$ cat config.mk
export PLATFORM = sky130hd
export DESIGN_NAME = ps2_host_tx
export DESIGN_NICKNAME = d
export VERILOG_FILES = /design/src/rtl/ps2_host_tx.sv
export SDC_FILE = /design/constraint.sdc
export NUM_CORES = 1
export LEC_CHECK = 0
export ABC_AREA = 1
export CAP_MARGIN = 10
export CORE_ASPECT_RATIO = 0.7
export CORE_MARGIN = 3
export CORE_UTILIZATION = 55
export DETAILED_ROUTE_END_ITERATION = 10
export HOLD_SLACK_MARGIN = 0.15
export PLACE_DENSITY = 0.81
export SLEW_MARGIN = 20
export SYNTH_ARGS = -nofsm -noshare
export SYNTH_HDL_FRONTEND = slang
export SYNTH_SLANG_ARGS = --single-unit
$ cat constraint.sdc
create_clock -name clk -period 2.1 [get_ports clk]
set_clock_uncertainty 0.05 [all_clocks]
set_input_delay 0.21 -clock clk [delete_from_list [all_inputs] [get_ports clk]]
set_output_delay 0.21 -clock clk [all_outputs]
set_load 0.05 [all_outputs]
$ cat src/rtl/ps2_host_tx.sv
// PS/2 host-to-device transmitter: sends one command byte to the attached keyboard
// by driving the open-drain clock/data lines through output-enables.
module ps2_host_tx #(
    parameter int unsigned INHIBIT_CYCLES = 2500,
    parameter int unsigned TIMEOUT_CYCLES = 375000
) (
    input  logic       clk,
    input  logic       clrn,
    input  logic       ps2_clk,
    input  logic       ps2_data,
    input  logic [7:0] din,
    input  logic       wr,
    output logic       ps2_clk_oe,
    output logic       ps2_data_oe,
    output logic       busy,
    output logic       done,
    output logic       nack,
    output logic       timeout
);

    localparam int unsigned IW = $clog2(INHIBIT_CYCLES) + 1;
    localparam int unsigned TW = $clog2(TIMEOUT_CYCLES) + 1;

    typedef enum logic [2:0] {
        StIdle,
        StInhibit,
        StReq,
        StShift,
        StAck,
        StRelease,
        StFin
    } state_e;

    state_e        state;
    logic [2:0]    clk_sync;
    logic [1:0]    data_sync;
    logic [9:0]    shreg;
    logic [3:0]    bitcnt;
    logic [IW-1:0] icnt;
    logic [TW-1:0] tcnt;
    logic          fall;
    logic          tmo_hit;

    // clk_sync[1]/data_sync[1] are the synchronized values; clk_sync[2] is the edge-detect stage
    assign fall    = ~clk_sync[1] & clk_sync[2];
    assign tmo_hit = (tcnt == TW'(TIMEOUT_CYCLES - 1));

    always_ff @(posedge clk) begin
        if (!clrn) begin
            clk_sync  <= '1;
            data_sync <= '1;
        end else begin
            clk_sync  <= {clk_sync[1:0], ps2_clk};
            data_sync <= {data_sync[0], ps2_data};
        end
    end

    always_ff @(posedge clk) begin
        if (!clrn) begin
            state       <= StIdle;
            shreg       <= '0;
            bitcnt      <= '0;
            icnt        <= '0;
            tcnt        <= '0;
            ps2_clk_oe  <= 1'b0;
            ps2_data_oe <= 1'b0;
            busy        <= 1'b0;
            done        <= 1'b0;
            nack        <= 1'b0;
            timeout     <= 1'b0;
        end else begin
            done <= 1'b0;
            case (state)
                StIdle: begin
                    if (wr) begin
                        shreg       <= {1'b1, ~^din, din};
                        icnt        <= '0;
                        nack        <= 1'b0;
                        timeout     <= 1'b0;
                        busy        <= 1'b1;
                        ps2_clk_oe  <= 1'b1;
                        ps2_data_oe <= 1'b0;
                        state       <= StInhibit;
                    end
                end
                StInhibit: begin
                    if (icnt == IW'(INHIBIT_CYCLES - 1)) begin
                        ps2_data_oe <= 1'b1;
                        state       <= StReq;
                    end else begin
                        icnt <= icnt + 1'b1;
                    end
                end
                StReq: begin
                    ps2_clk_oe <= 1'b0;
                    tcnt       <= '0;
                    bitcnt     <= '0;
                    state      <= StShift;
                end
                StShift: begin
                    if (fall) begin
                        tcnt        <= '0;
                        ps2_data_oe <= ~shreg[0];
                        shreg       <= {1'b0, shreg[9:1]};
                        if (bitcnt == 4'd9) begin
                            state <= StAck;
                        end else begin
                            bitcnt <= bitcnt + 1'b1;
                        end
                    end else if (tmo_hit) begin
                        timeout     <= 1'b1;
                        ps2_clk_oe  <= 1'b0;
                        ps2_data_oe <= 1'b0;
                        done        <= 1'b1;
                        state       <= StFin;
                    end else begin
                        tcnt <= tcnt + 1'b1;
                    end
                end
                StAck: begin
                    if (fall) begin
                        tcnt  <= '0;
                        nack  <= data_sync[1];
                        state <= StRelease;
                    end else if (tmo_hit) begin
                        timeout     <= 1'b1;
                        ps2_clk_oe  <= 1'b0;
                        ps2_data_oe <= 1'b0;
                        done        <= 1'b1;
                        state       <= StFin;
                    end else begin
                        tcnt <= tcnt + 1'b1;
                    end
                end
                StRelease: begin
                    if (clk_sync[1] && data_sync[1]) begin
                        done  <= 1'b1;
                        state <= StFin;
                    end else if (fall) begin
                        tcnt <= '0;
                    end else if (tmo_hit) begin
                        timeout     <= 1'b1;
                        ps2_clk_oe  <= 1'b0;
                        ps2_data_oe <= 1'b0;
                        done        <= 1'b1;
                        state       <= StFin;
                    end else begin
                        tcnt <= tcnt + 1'b1;
                    end
                end
                StFin: begin
                    busy  <= 1'b0;
                    state <= StIdle;
                end
                default: state <= StIdle;
            endcase
        end
    end

endmodule

==> metrics.log <==
INFO  metric firstDrtPassIters = 5
INFO  metric final_setup_violations = 0
INFO  metric flow.area_growth_from_synthesis = 13.66%
INFO  metric die_y = 72.21 um
INFO  metric yosysMostFrequentCell = sky130_fd_sc_hd__nand2_1
INFO  metric synthDominantAreaCellType = sky130_fd_sc_hd__dfxtp_1
INFO  metric worst_path_dominant_cell_family = simple AND/OR/NAND/NOR gates
INFO  metric synthArstFlopShare = 0
INFO  metric synth_sequential_area_ratio = 0.3545
INFO  metric number_of_diodes = 0
INFO  metric drv.max_cap_violation_count = 0
INFO  metric cts_root_buffer = sky130_fd_sc_hd__clkbuf_8
INFO  metric grt_start_max_net_pins = 21
INFO  metric postSynth.topFlopCell = sky130_fd_sc_hd__dfxtp_1
INFO  metric globalRoute.totalOverflow = 0
INFO  metric nets = about 570
INFO  metric ys_top_cells_by_count = sky130_fd_sc_hd__nand2_1 (118), sky130_fd_sc_hd__inv_1 (69), sky130_fd_sc_hd__nor2_1 (68)
INFO  metric finalSetupTns = 0 ns
INFO  metric required = 2.29 ns
INFO  metric layout-drive-gt1-share = 0.1162
INFO  metric antenna_found_initial = 0
INFO  metric number_of_enable_flip_flop_cells_after_synthesis = 0
INFO  metric max_slew.worst_pin.slew = around 0.55 ns
INFO  metric grt_setup_unrepaired = no
INFO  metric worst_setup_path_startpoint = tcnt[0]$_SDFFE_PN0P_
INFO  metric detail_route.wl_per_cell = 13.23 um
INFO  metric synthesis.area_per_instance = 6.663 sq um
INFO  metric groute.usage.overall = 0.2422
INFO  metric final_min_period_over_clock_period = 0.9264
INFO  metric initial_standard_cell_utilization_of_the_core = 0.5839
INFO  metric multi_input_comb_area = 0.001891 sq mm
INFO  metric placed_cell_area = 0.003752 sq mm
INFO  metric top_achievable_clock_speed = 514.0 MHz
INFO  metric timing.rr.start = tcnt[0]$_SDFFE_PN0P_
INFO  metric timing.final.hold_violations = 0
INFO  metric worstPathMaxFanout = 18
INFO  metric fp.dieArea = just over 0.007 sq mm
INFO  metric area.sequential = about 0.0012 sq mm
INFO  metric critical_path_buf_inv_count = 1
INFO  metric hold_path.class = flop to flop
INFO  metric worstSkewPairLatency = 0.35 ns
INFO  metric vdd_drop_max = 0.0004956 V
INFO  metric total_leakage_power = roughly 1.6 nW
INFO  metric hold_start = clk_sync[0]$_SDFF_PN1_
INFO  metric remaining_drc_errors = 0
INFO  metric num_vias = around 3400
INFO  metric floorplan.rows = 23
INFO  metric place_hpwl = 6.071 mm
INFO  metric nFillCells = 513
INFO  metric h_tree_lvls = 3
INFO  metric power.density = 758.6 mW/mm^2
INFO  metric mappedNetlistNets = 534
INFO  metric worstPathArrival = 2.14 ns
INFO  metric die_x = 100.6 um
INFO  metric synth_top_area_frac = 0.3545
INFO  metric final_cell_area = 0.003915 sq mm
INFO  metric cts_hold_repair.buffers = 0
INFO  metric synth-seq-cells = between 60 and 70
INFO  metric post_synthesis_cell_count = ~520
INFO  metric timing.critical_path.from_type = flop
INFO  metric worst-setup-path-type = flop to flop
INFO  metric placeable_core_region = 0.005899 sq mm
INFO  metric clock_slew_at_reported_path_ffs = 0.07 ns
INFO  metric tritoncts_num_sinks = slightly above 60
INFO  metric grt_first_pass_wirelength = 14.03 mm
INFO  metric cts_max_path_buffers = 2
INFO  metric remaining_antenna_violation_count_after_routing = 0
INFO  metric first_global_vias = 3031
INFO  metric routed_vias_inst = approximately 5.4
INFO  metric routabilityCongestion = approximately 0.96
INFO  metric report.final.slew_viol_count = 0
INFO  metric final_min_period = 1.945 ns
INFO  metric number_of_buffers_added_by_the_clock_tree_synthesis_step = 9
INFO  metric mappedNetlistArea = 0.003445 sq mm
INFO  metric yosys_warnings = 0
INFO  metric cts_tree = yes
INFO  metric critical-path-max-stage-delay = roughly 0.4 ns
INFO  metric critical_path.slowest_cell = sky130_fd_sc_hd__dfxtp_1
INFO  metric synth_cell_type_count = 35
INFO  metric finalWirelength = just over 8 mm
INFO  metric critical_path.endpoint_type = flop
INFO  metric placement.io_buffers = 18
INFO  metric slew_headroom = 0.6334
INFO  metric worstPathCellList = ha_1 -> nand2_1 -> inv_1 -> nand4_1 -> nor2_4 -> nand2_4 -> nand2_4 -> nor2_1 -> o21ai_0 -> nor2_1
INFO  metric first_iter_violations = 324
INFO  metric post_synth_main_area_contributors = sky130_fd_sc_hd__dfxtp_1 (35%), sky130_fd_sc_hd__nand2_1 (13%), sky130_fd_sc_hd__inv_1 (7.5%), sky130_fd_sc_hd__nor2_1 (7.4%), sky130_fd_sc_hd__nand3_1 (5.7%)
INFO  metric run_status = complete, no violations
INFO  metric pin_count = 19
[metrics by stage]
stage          worst slack (ns)  hold WS, ns    util  total power [mW]  std cells
3_3_place_gp             0.1359       0.3472  0.6361             2.109        611
6_report                 0.1546       0.3625  0.6636             2.970        626
4_1_cts                 0.09842       0.3643  0.6609             2.972        625
3_5_place_dp             0.1062       0.3494  0.6361             2.128        611
2_1_floorplan            0.4223       0.2666       -             1.903        517
5_1_grt                 0.01109       0.3857  0.6636             3.127        626
[final timing paths]
check	end	slack, ns	cells past startpoint
setup / recovery	tcnt[7]$_SDFFE_PN0P_	0.15	10
hold / removal	clk_sync[1]$_SDFF_PN1_	0.36	1
setup reg to reg	tcnt[7]$_SDFFE_PN0P_	0.15	10
hold reg to reg	clk_sync[1]$_SDFF_PN1_	0.36	1
[kinds of logic (layout without fill, tap and decap cells)]
| family | Yosys count | in the layout | share of synthesized area |
|---|---|---|---|
| compound gates | 83 | 83 | 0.1482 |
| simple gates | 277 | 277 | 0.3636 |
| xor+xnor | 8 | 8 | 0.02034 |
| flops | 61 | 61 | 0.3545 |
| fa+ha+maj | 4 | 4 | 0.01453 |
| buf+inv | 84 | 118 | 0.09880 |
[state kept, by name, summed over array words and instances (netlist names)]
name,count
data_sync,2
done,1
tcnt,20
clk_sync,3
bitcnt,4
ps2_clk_oe,1
timeout,1
state,3
ps2_data_oe,1
nack,1
icnt,13
busy,1
shreg,10
[layout make-up]
| cell class | instances | area share |
|---|---|---|
| tap | 75 | 0.02397 |
| clock buffer | 11 | 0.03356 |
| sequential | 61 | 0.3122 |
| clock inverter | 3 | 0.003835 |
| multi-input combinational | 372 | 0.4829 |
| inverter | 75 | 0.07319 |
| timing repair buffer | 29 | 0.07031 |
[power breakdown]
part / leakage [nW] / total, mW / internal (mW) / switching [mW]
clock network: 0.0788 / 0.844 / 0.409 / 0.435
logic: 0.980 / 0.801 / 0.271 / 0.530
registers: 0.497 / 1.33 / 1.26 / 0.0637
[layer usage]
metal	up-vias	GRT usage	share of wire
met4	0	0.07025	0.012
met3	14	0.06724	0.078
met2	128	0.3523	0.41
met1	1531	0.3502	0.50
li1	1725	-	-
met5	-	0	0
[what timing repair did]
action,in CTS,in global routing
endpoints found under the setup margin,0,18
gates resized for setup,0,5
buffers inserted,0,1
[cells in the final DEF, fill, tap and decap left out, drive strengths merged]
cell type / synthesis / layout
nor2: 75 / 75
o21ai: 24 / 24
o211a: 1 / 1
clkinv: 0 / 3
xnor2: 6 / 6
or2: 6 / 6
clkdlybuf4s50: 0 / 18
a21boi: 1 / 1
nand2: 127 / 127
ha: 4 / 4
a211oi: 14 / 14
nor3: 19 / 19
nand3: 41 / 41
nor4: 2 / 2
o21bai: 1 / 1
a31oi: 3 / 3
clkbuf: 3 / 11
o21a: 2 / 2
a21oi: 37 / 37
buf: 6 / 11
xor2: 2 / 2
inv: 75 / 75
nand4: 7 / 7
dfxtp: 61 / 61
No activity file was read; power rests on OpenSTA's default activity.
